[config.mk]
export PLATFORM = sky130hd
export DESIGN_NAME = mult_hilo_ctrl
export DESIGN_NICKNAME = d
export VERILOG_FILES = /design/src/rtl/mult_hilo_ctrl.sv
export SDC_FILE = /design/constraint.sdc
export NUM_CORES = 1
export LEC_CHECK = 0
export ABC_AREA = 1
export ABC_CLOCK_PERIOD_IN_PS = 3600
export CAP_MARGIN = 20
export CELL_PAD_IN_SITES_DETAIL_PLACEMENT = 1
export CELL_PAD_IN_SITES_GLOBAL_PLACEMENT = 2
export CORE_MARGIN = 2
export CORE_UTILIZATION = 22
export CTS_BUF_LIST = sky130_fd_sc_hd__clkbuf_8
export DETAILED_ROUTE_END_ITERATION = 12
export PLACE_DENSITY = 0.95
export SETUP_SLACK_MARGIN = 0.15
export SLEW_MARGIN = 5
export SYNTH_ARGS = -nofsm -noshare
export SYNTH_HDL_FRONTEND = slang
export SYNTH_SLANG_ARGS = --single-unit
export TNS_END_PERCENT = 10
[constraint.sdc]
create_clock -name clock -period 3.6 [get_ports clock]
set_input_delay 0.54 -clock clock [delete_from_list [all_inputs] [get_ports clock]]
set_output_delay 0.54 -clock clock [all_outputs]
set_load 0.01 [all_outputs]
[src/rtl/mult_hilo_ctrl.sv]
// mult_hilo_ctrl: operand registers, multicycle settle sequencer and HI/LO
// result pair placed downstream of the combinational signed Booth multiplier.
//
// Ports:
//   clock, clear         rising-edge clock, synchronous active-high reset
//   start, a_in, b_in    multiply request and signed operands (sampled in IDLE)
//   op_a, op_b           registered operands driven to the multiplier
//   product              64-bit signed product returned by the multiplier
//   hi_wr, lo_wr, bus_in direct HI/LO writes (move-to-HI/LO)
//   busy                 operation in flight (state != IDLE)
//   done                 one-cycle pulse in the cycle after the capture edge
//   hi, lo               result registers
//   ovf                  only with `define MULT_HILO_OVF_EN: last captured
//                        product did not fit in 32 signed bits
//
// Parameter MULT_CYCLES (1..15): edges from start-accept to capture.
module mult_hilo_ctrl #(
    parameter int MULT_CYCLES = 2
) (
    input  logic        clock,
    input  logic        clear,
    input  logic        start,
    input  logic [31:0] a_in,
    input  logic [31:0] b_in,
    input  logic [63:0] product,
    output logic [31:0] op_a,
    output logic [31:0] op_b,
    input  logic        hi_wr,
    input  logic        lo_wr,
    input  logic [31:0] bus_in,
    output logic        busy,
    output logic        done,
    output logic [31:0] hi,
`ifdef MULT_HILO_OVF_EN
    output logic        ovf,
`endif
    output logic [31:0] lo
);

    typedef enum logic [1:0] {
        IDLE,
        SETTLE,
        CAPTURE
    } state_t;

    localparam logic [3:0] CNT_INIT = 4'(MULT_CYCLES - 1);
    // A single-cycle multiplier skips the settle phase entirely.
    localparam state_t FIRST = (MULT_CYCLES == 1) ? CAPTURE : SETTLE;

    state_t     state;
    logic [3:0] cnt;

    assign busy = (state != IDLE);

`ifdef MULT_HILO_OVF_EN
    logic fits32;
    assign fits32 = (product[63:32] == {32{product[31]}});
`endif

    always_ff @(posedge clock) begin
        if (clear) begin
            state <= IDLE;
            cnt   <= 4'd0;
            op_a  <= 32'd0;
            op_b  <= 32'd0;
            hi    <= 32'd0;
            lo    <= 32'd0;
            done  <= 1'b0;
`ifdef MULT_HILO_OVF_EN
            ovf   <= 1'b0;
`endif
        end else begin
            done <= 1'b0;

            // Capture owns HI/LO on its edge; direct writes are dropped there.
            if (state != CAPTURE) begin
                if (hi_wr) hi <= bus_in;
                if (lo_wr) lo <= bus_in;
`ifdef MULT_HILO_OVF_EN
                if (hi_wr || lo_wr) ovf <= 1'b0;
`endif
            end

            case (state)
                IDLE: begin
                    if (start) begin
                        op_a  <= a_in;
                        op_b  <= b_in;
                        cnt   <= CNT_INIT;
                        state <= FIRST;
                    end
                end
                SETTLE: begin
                    // Operands stay frozen so the adder tree sees a
                    // stable input for the whole multicycle window.
                    cnt <= cnt - 4'd1;
                    if (cnt <= 4'd1) state <= CAPTURE;
                end
                CAPTURE: begin
                    hi    <= product[63:32];
                    lo    <= product[31:0];
                    done  <= 1'b1;
                    state <= IDLE;
`ifdef MULT_HILO_OVF_EN
                    ovf   <= ~fits32;
`endif
                end
                default: state <= IDLE;
            endcase
        end
    end

endmodule
==> results of run 1 <==
-- synthesized netlist by cell type, drive strengths merged --
| library cell | count | share of area [%] |
|---|---|---|
| nor2 | 138 | 9.2 |
| nand4 | 2 | 0.22 |
| dfxtp | 135 | 47 |
| a21oi | 2 | 0.17 |
| buf | 43 | 4.4 |
| ha | 2 | 0.44 |
| inv | 75 | 4.9 |
| o21ai | 67 | 5.9 |
| clkbuf | 19 | 1.3 |
| nand2 | 138 | 9.1 |
| nand3 | 196 | 17 |
-- routing by layer --
layer | GRT usage [%] | wire (um)
met1 | 18.8 | 9480
met2 | 26.2 | 10100
met4 | 3.49 | 241
met3 | 6.44 | 2240
met5 | 0 | 13
-- layout make-up --
type                            instances  area [um^2]  share of cell area, %
Timing Repair Buffer                  306         3060                   32.9
Sequential cell                       135         2700                   29.0
Multi-Input combinational cell        545         2430                   26.1
Tap cell                              335          419                   4.51
Inverter                               75          284                   3.05
Clock buffer                           17          234                   2.51
Clock inverter                         15          176                   1.90
-- flip-flops by register name, indices dropped and copies added (netlist names) --
name / count
hi: 32
lo: 32
op_a: 32
op_b: 32
cnt: 4
state: 2
done: 1
-- cell usage in the layout, fill, tap and decap left out, types with 4 or more instances in the layout --
master,instances
clkbuf_8,17
inv_8,6
inv_6,5
nand3_1,195
nand2_1,136
buf_4,10
o21ai_0,65
inv_1,72
clkdlybuf4s50_1,294
dfxtp_1,135
nor2_1,136
clkinv_8,4
-- final timing paths --
| path | slack [ns] | depth (start not counted) | from | end |
|---|---|---|---|---|
| hold reg to reg | 0.49 | 2 | op_b[21] | op_b[21] |
| setup / recovery | 1.40 | 3 | state[0] | busy |
| setup reg to reg | 1.75 | 7 | state[0] | lo[8] |
| hold / removal | 0.49 | 2 | op_b[21] | op_b[21] |
-- power by group through the flow --
stage	Clock, mW	Combinational, mW	Sequential, mW
after floorplan	0	0.359	1.79
after global placement	0	0.956	1.73
after detailed placement	0	0.969	1.74
after CTS	1.40	0.975	1.71
after global routing	1.47	1.06	1.72
final	1.32	0.958	1.70
-- cell families (layout without fill, tap and decap cells) --
family / count (synthesis) / after routing
adders and majority gates: 2 / 2
buffers and inverters: 137 / 413
and+or+nand+nor: 474 / 474
AOI/OAI and AO/OA: 69 / 69
DFF: 135 / 135
-- metrics by stage --
stage               hold WS [ns]  instance area [um^2]
finish                     0.489                  9300
global route               0.508                  9300
CTS                        0.495                  9300
detailed placement         0.473                  8890
global placement           0.461                  8890
floorplan                  0.483                  5730
-- worst reg2reg max path, stage by stage (launching register included) --
cell and delay [ns]:
dfxtp_1 0.44, inv_2 0.11, nand2_4 0.47, buf_12 0.37, nand3_1 0.16, nand3_1 0.10, nand2_1 0.06, inv_1 0.08
==> reports/results.md, run 1 <==
* **period utilization** 61.0%
* **number of buffers and inverters on the critical path** 2
* **number of max-slew violations in the final report** 0
* **clock period minus worst slack** 2.20 ns
* **area delta synth->final** 62.4%
* **core region area** 25,800 um^2
* **power density over cell area** 428 nW/um^2
* **combinational fraction of design power** 24.1%
* **status** completed
* **critical path peak fanout** 4
* **slew of the pin with the lowest slew margin** 0.913 ns
* **adder-cell share of the synthesized area** 0.437%
* **Post-Synthesis Net Count** 984
* **startpoint-to-endpoint class of the critical path** reg2out
* **DRC violations left** 0
* **family of cells with the greatest summed delay on the critical path** buffers and inverters
* **netlist area before placement** 5730 um^2
* **Setup Total Neg Slack** 0 ns
* **Worst-Skew Late Latency** 0.44 ns
* **Via Count** 6,405
* **Int Pwr** 2.67 mW
* **Final GP Congestion** 0.766
* **simple logic cell fraction of the synthesized area** 35.8%
* **die boundary height** 165 um
* **CP Data Required Time** 3.06 ns
* **initial antenna violation count** 1
* **number of top-level pins** 295
* **XOR/XNOR Fraction of Synth Area** 0%
* **number of detailed-routing iterations run before antenna repair** 4
* **layout filler cell count** 3,191
* **number of global-route vias before repair** 6,464
* **htree depth** 4
* **max frequency** 455 MHz
* **maximum root-to-sink buffer count** 2
* **switching power summed over all nets** 1.31 mW
* **post-CTS setup repair buffer count** 0
* **Rel. slew slack** 39.1%
* **Sinks on Clock Net** 135
* **compound-gate portion of the synthesized area** 6.03%
* **TritonCTS clock tree** yes
* **Syn Inst Count** 817
* **port bufs** 294
* **total power draw** 3.98 mW
* **switching share of power** 32.9%
* **flip-flop and latch count after synthesis** 135
* **Detailed Route Iter0 Violations** 272
* **endpoints failing hold** 0
* **number of rows created at floorplan** 59
* **root buffer cell** clkbuf_8
* **worst slack, placed** 1.19 ns
* **antenna cell count** 0
* **per-cell routed wire length** 15.5 um
* **sequential fraction of the synthesis area** 47.2%
* **portion of netlist area occupied by mux cells** 0%
* **longest individual stage delay on the worst path** 0.56 ns
* **total die area** 27,300 um^2
* **number of warning messages in the yosys log** 0
* **fin cells** 1,428
* **DP HPWL** 15,300 um
* **total CTS buffers** 17
* **max-cap violation count** 0
* **mean cell area of the mapped netlist** 7.01 um^2
* **crit path launch type** flip-flop
* **initial standard-cell utilization of the core** 22.2%
* **global-route wire length before repair** 33,400 um
* **dominant combinational cell family by area after synthesis** simple AND/OR/NAND/NOR gates
* **GRT Total Usage** 15.7%
* **end-of-flow core utilization** 36.0%
* **Cell variety after synth** 21
* **ANT nets after route** 0
* **cell leakage power** 4.10 nW
* **Max IR drop VDD** 0.220 mV
* **final layout net count** 1,247
* **class of the most critical hold timing path** reg2reg
* **portion of total power attributed to sequential cells** 42.7%
* **highest-delay cell along the critical path** clkdlybuf4s50_1
* **final setup slack of the worst path** 1.40 ns
* **average via count per standard cell** 4.49
* **RSZ-0062 raised after global routing** false
* **Cell Count Post-Placement** 1,396
* **total of endpoints with negative setup slack in the final report** 0
* **quantity of hold-fixing buffers added after cts** 0
* **maximum number of pins on one net before global-route repair** 99
* **worst-path cell chain** inv_2, nand2_2, clkdlybuf4s50_1
* **clock-pin slew reported for the worst setup and hold paths after clock tree synthesis** 0.10 ns
* **layout cell share with drive strength beyond 1** 4.76%
* **Post-CTS Resized** 0
* **aggregate routed wire length** 22,100 um
* **arrival time of the worst setup path** 1.66 ns
* **horizontal extent of the die** 165 um
* **skew final** 0.0119 ns
* **Clock Power Share** 33.2%
* **total global routing overflow** 0
* **Critical Path Sink Type** output port
No activity file was read; power rests on OpenSTA's default activity.
==> run 2: changes to the inputs <==
ABC_CLOCK_PERIOD_IN_PS = 2300   (was 3600)
CORE_UTILIZATION = 21   (was 22)
PLACE_DENSITY = 0.91   (was 0.95)
clock period = 2.3 ns   (was 3.6 ns; I/O delays follow)
==> run 2 against run 1 <==
Clock skew is 0.0043 ns higher. Worst hold slack improved by 0.00086 ns. Clock power up 50%. Worst setup slack got worse by 1.1 ns. Wire length increased by 2.4%.
==> reports/results.md, run 2 (synthesis gave the netlist of run 1 again) <==
* **launch point of the worst reg-to-reg path** state[0]
* **cell leakage power** 4.14 nW, +0.84%
* **clock-pin slew reported for the worst setup and hold paths after clock tree synthesis** 0.09 ns, about the same
* **number of detailed-routing iterations run before antenna repair** 4, unchanged
* **TritonCTS clock tree** yes
* **clock period minus worst slack** 1.99 ns
* **layout cell share with drive strength beyond 1** 5.10%, +0.34 points
* **total global routing overflow** 0, unchanged
* **power density over cell area** 657 nW/um^2, +53%
* **class of the most critical hold timing path** reg2reg
* **post-CTS setup repair buffer count** 0, unchanged
* **crit path launch type** flip-flop
* **Fin Hold WS** 0.489 ns, +0.000857 ns
* **startpoint-to-endpoint class of the critical path** reg2out
* **maximum number of pins on one net before global-route repair** 65, -34%
* **DRC violations left** 0, unchanged
* **Final GP Congestion** 0.728, -4.9%
* **initial standard-cell utilization of the core** 21.3%, -0.86 points
* **final layout net count** 1,252, +0.40%
* **number of global-route vias before repair** 6,525, +0.94%
* **port bufs** 294, unchanged
* **commonest non-fill, non-tap cells in the layout** 294 x clkdlybuf4s50_1, 195 x nand3_1, 136 x nor2_1, 136 x nand2_1, 135 x dfxtp_1
* **Rel. slew slack** 70.3%, +31 points
* **root buffer cell** clkbuf_8
* **global-route wire length before repair** 35,300 um, +5.7%
* **htree depth** 4, unchanged
* **total area of multi-input combinational cells** 2430 um^2, unchanged
* **Cell Count Post-Placement** 1,407, +0.79%
* **per-cell routed wire length** 15.7 um, +1.6%
* **Post-CTS Resized** 0, unchanged
* **Critical Path Sink Type** output port
* **total power draw** 6.18 mW, +55%
* **number of rows created at floorplan** 60, +1.7%
* **final setup slack of the worst path** 0.307 ns, -1.10 ns
* **Worst-Skew Late Latency** 0.44 ns, about the same
* **period utilization** 86.6%
* **antenna cell count** 0, unchanged
* **area delta synth->final** 64.2%
* **Detailed Route Iter0 Violations** 283, +4.0%
* **Worst Setup SP** state[0]
* **ANT nets after route** 0, unchanged
* **DP HPWL** 16,100 um, +5.4%
* **number of top-level pins** 295, unchanged
* **endpoints failing hold** 0, unchanged
* **Setup Total Neg Slack** 0 ns, unchanged
* **status** completed
* **startpoint of the lowest-slack hold path** op_a[29]
* **die boundary height** 169 um, +2.3%
* **critical path peak fanout** 4, unchanged
* **Via Count** 6,325, -1.2%
* **quantity of hold-fixing buffers added after cts** 0, unchanged
* **total CTS buffers** 17, unchanged
* **RSZ-0062 raised after global routing** false
* **max frequency** 502 MHz
* **number of max-slew violations in the final report** 0, unchanged
* **worst slack, placed** 0.484 ns, -0.706 ns
* **total of endpoints with negative setup slack in the final report** 0, unchanged
* **slew of the pin with the lowest slew margin** 0.446 ns, -0.467 ns
* **horizontal extent of the die** 169 um, +2.3%
* **skew final** 0.0162 ns, +0.00433 ns
* **total die area** 28,600 um^2, +4.6%
* **arrival time of the worst setup path** 1.65 ns, about the same
* **core region area** 26,900 um^2, +4.0%
* **GRT Total Usage** 15.6%, -0.019 points
* **Max IR drop VDD** 0.330 mV, +50%
* **aggregate routed wire length** 22,600 um, +2.4%
* **CP Data Required Time** 1.96 ns, -1.10 ns
* **Sequential cell area** 2700 um^2, unchanged
* **average via count per standard cell** 4.40, -2.0%
* **fin cells** 1,439, +0.77%
* **Sinks on Clock Net** 135, unchanged
* **layout filler cell count** 3,287, +3.0%
* **maximum root-to-sink buffer count** 2, unchanged
* **max-cap violation count** 0, unchanged
* **most common cell after layout, fill and taps aside** clkdlybuf4s50_1
* **initial antenna violation count** 0, -1
==> run 2: cell types whose count changed in the layout (fill, tap and decap cells not counted), moves of 2 or more <==
cell / before / now
buf_12: 2 / 9
inv_8: 6 / 1
clkinv_8: 4 / 0
clkinvlp_4: 0 / 3
clkinv_4: 0 / 2
buf_4: 10 / 8
==> run 2: worst max-delay path, cell delays in order (launching register included) <==
cell and delay (ns):
dfxtp_1 0.43, inv_2 0.10, nand2_2 0.11, clkdlybuf4s50_1 0.57
==> run 2: layer usage <==
metal / global-route usage, % / part of all wire (%)
met5: 0 / 0
met4: 4.20 / 1.3
met3: 6.79 / 10
met2: 25.7 / 45
met1: 18.7 / 44
==> run 2: layout make-up <==
cell class                 count  area share, %
sequential                   135           28.7
multi-input combinational    545           25.8
inverter                      75           3.02
clock inverter                15           1.52
tap                          341           4.54
clock buffer                  17           2.49
timing repair buffer         311           33.9
==> run 2: worst paths after layout <==
kind	endpoint	slack, ns	cells past startpoint
min	op_a[29]	0.49	2
max reg2reg	lo[21]	0.70	7
min reg2reg	op_a[29]	0.49	2
max	busy	0.31	3
==> run 2: metrics by stage <==
stage               util, %  area [um^2]
floorplan                 -         5730
global placement       33.6         9030
detailed placement     33.6         9030
CTS                    35.0         9400
global route           35.0         9400
finish                 35.0         9400
==> run 2: where the power goes <==
group	total, mW	leakage [nW]	switching, mW	internal [mW]
logic	1.53	2.83	0.718	0.817
clock network	1.98	0.188	1.10	0.880
registers	2.66	1.12	0.113	2.55
total	6.18	4.14	1.93	4.25
==> run 3: changes to the inputs <==
CORE_UTILIZATION = 33   (was 21)
DONT_BUFFER_PORTS = 1   (was not set)
PLACE_DENSITY = 0.89   (was 0.91)
==> run 3 against run 2 <==
First-iteration DRC count decreased by 36%. Utilization increased by 1.9 points. Die area decreased by 36%. Non-clock buffer count decreased by 297. Largest power group unchanged.
==> reports/results.md, run 3 (synthesis gave the netlist of run 1 again) <==
* **critical path peak fanout** 25, +21
* **final setup slack of the worst path** 0.731 ns, +0.423 ns
* **number of global-route vias before repair** 5,116, -22%
* **layout cell share with drive strength beyond 1** 6.62%, +1.5 points
* **DP HPWL** 12,300 um, -24%
* **max-cap violation count** 0, unchanged
* **number of max-slew violations in the final report** 0, unchanged
* **Max IR drop VDD** 0.400 mV, +21%
* **horizontal extent of the die** 136 um, -20%
* **total power draw** 5.67 mW, -8.2%
* **GRT Total Usage** 18.6%, +3.0 points
* **Fin Hold WS** 0.0644 ns, -0.425 ns
* **total area of multi-input combinational cells** 2430 um^2, unchanged
* **layout filler cell count** 2,161, -34%
* **root buffer cell** clkbuf_8
* **number of detailed-routing iterations run before antenna repair** 4, unchanged
* **RSZ-0062 raised after global routing** false
* **total CTS buffers** 17, unchanged
* **area delta synth->final** 10.3%
* **die boundary height** 136 um, -20%
* **arrival time of the worst setup path** 1.90 ns, +0.25 ns
* **per-cell routed wire length** 17.3 um, +10%
* **total die area** 18,400 um^2, -36%
* **ANT nets after route** 0, unchanged
* **cell leakage power** 3.03 nW, -27%
* **Final GP Congestion** 0.755, +3.7%
* **clock-pin slew reported for the worst setup and hold paths after clock tree synthesis** 0.08 ns, about the same
* **clock period minus worst slack** 1.57 ns, -0.423 ns
* **htree depth** 4, unchanged
* **slew of the pin with the lowest slew margin** 0.484 ns, +0.0378 ns
* **Post-CTS Resized** 0, unchanged
* **core region area** 17,100 um^2, -36%
* **number of rows created at floorplan** 48, -20%
* **maximum number of pins on one net before global-route repair** 65, unchanged
* **power density over cell area** 898 nW/um^2, +37%
* **number of top-level pins** 295, unchanged
* **Setup Total Neg Slack** 0 ns, unchanged
* **global-route wire length before repair** 26,800 um, -24%
* **most common cell after layout, fill and taps aside** nand3_1
* **TritonCTS clock tree** yes
* **post-CTS setup repair buffer count** 0, unchanged
* **CP Data Required Time** 2.63 ns, +0.67 ns
* **status** completed
* **Sinks on Clock Net** 135, unchanged
* **Via Count** 5,181, -18%
* **Detailed Route Iter0 Violations** 180, -36%
* **startpoint-to-endpoint class of the critical path** reg2reg
* **worst reg2reg setup slack** 0.73 ns, +0.03 ns
* **fin cells** 1,026, -29%
* **antenna cell count** 0, unchanged
* **total global routing overflow** 0, unchanged
* **crit path launch type** flip-flop
* **port bufs** 0, -100%
* **Sequential cell area** 2700 um^2, unchanged
* **skew final** 0.00862 ns, -0.00762 ns
* **endpoints failing hold** 0, unchanged
* **Critical Path Sink Type** flip-flop
* **worst slack, placed** 0.698 ns, +0.214 ns
* **max frequency** 637 MHz, +27%
* **DRC violations left** 0, unchanged
* **Cell Count Post-Placement** 993, -29%
* **class of the most critical hold timing path** in2reg
* **commonest non-fill, non-tap cells in the layout** 195 x nand3_1, 136 x nor2_1, 136 x nand2_1
* **Rel. slew slack** 67.7%, -2.6 points
* **initial standard-cell utilization of the core** 33.5%, +12 points
* **final layout net count** 955, -24%
* **average via count per standard cell** 5.05, +15%
* **initial antenna violation count** 0, unchanged
* **aggregate routed wire length** 17,800 um, -21%
* **maximum root-to-sink buffer count** 2, unchanged
* **quantity of hold-fixing buffers added after cts** 1, +1
* **total of endpoints with negative setup slack in the final report** 0, unchanged
* **Worst-Skew Late Latency** 0.44 ns, about the same
* **period utilization** 68.2%, -18 points
## run 3: metrics by stage
step / instance area (um^2) / util [%]
2_1_floorplan: 5730 / -
3_3_place_gp: 5870 / 34.3
3_5_place_dp: 5870 / 34.3
4_1_cts: 6320 / 36.9
5_1_grt: 6320 / 36.9
6_report: 6320 / 36.9
## run 3: worst paths after layout
check            from        to  depth (start not counted)
max          state[0]  op_b[31]                          5
min           b_in[3]   op_b[3]                          2
max reg2reg  state[0]  op_b[31]                          5
min reg2reg    cnt[1]    cnt[1]                          2
## run 3: layer usage
layer / vias to the layer above / share of wire, % / track usage (%)
li1: 2547 / - / -
met1: 2410 / 39 / 20.4
met2: 205 / 47 / 31.6
met3: 19 / 12 / 8.94
met4: 0 / 1.7 / 6.31
met5: - / 0 / 0
## run 3: layout make-up
type,count,share of cell area (%)
Sequential cell,135,42.8
Timing Repair Buffer,14,2.89
Tap cell,225,4.46
Clock buffer,17,3.70
Multi-Input combinational cell,545,38.5
Clock inverter,15,3.25
Inverter,75,4.48
## run 3: worst max-delay path, cell delays in order (launching register included)
cell and delay, ns:
dfxtp_1 0.36, inv_2 0.12, nand3_2 0.34, buf_4 0.35
o21ai_0 0.23, nor2_1 0.06
## run 3: power breakdown
part	total, mW	switching (mW)	leakage (nW)	internal, mW
logic	0.662	0.418	1.70	0.244
registers	2.80	0.253	1.12	2.55
clock network	2.21	1.09	0.217	1.12
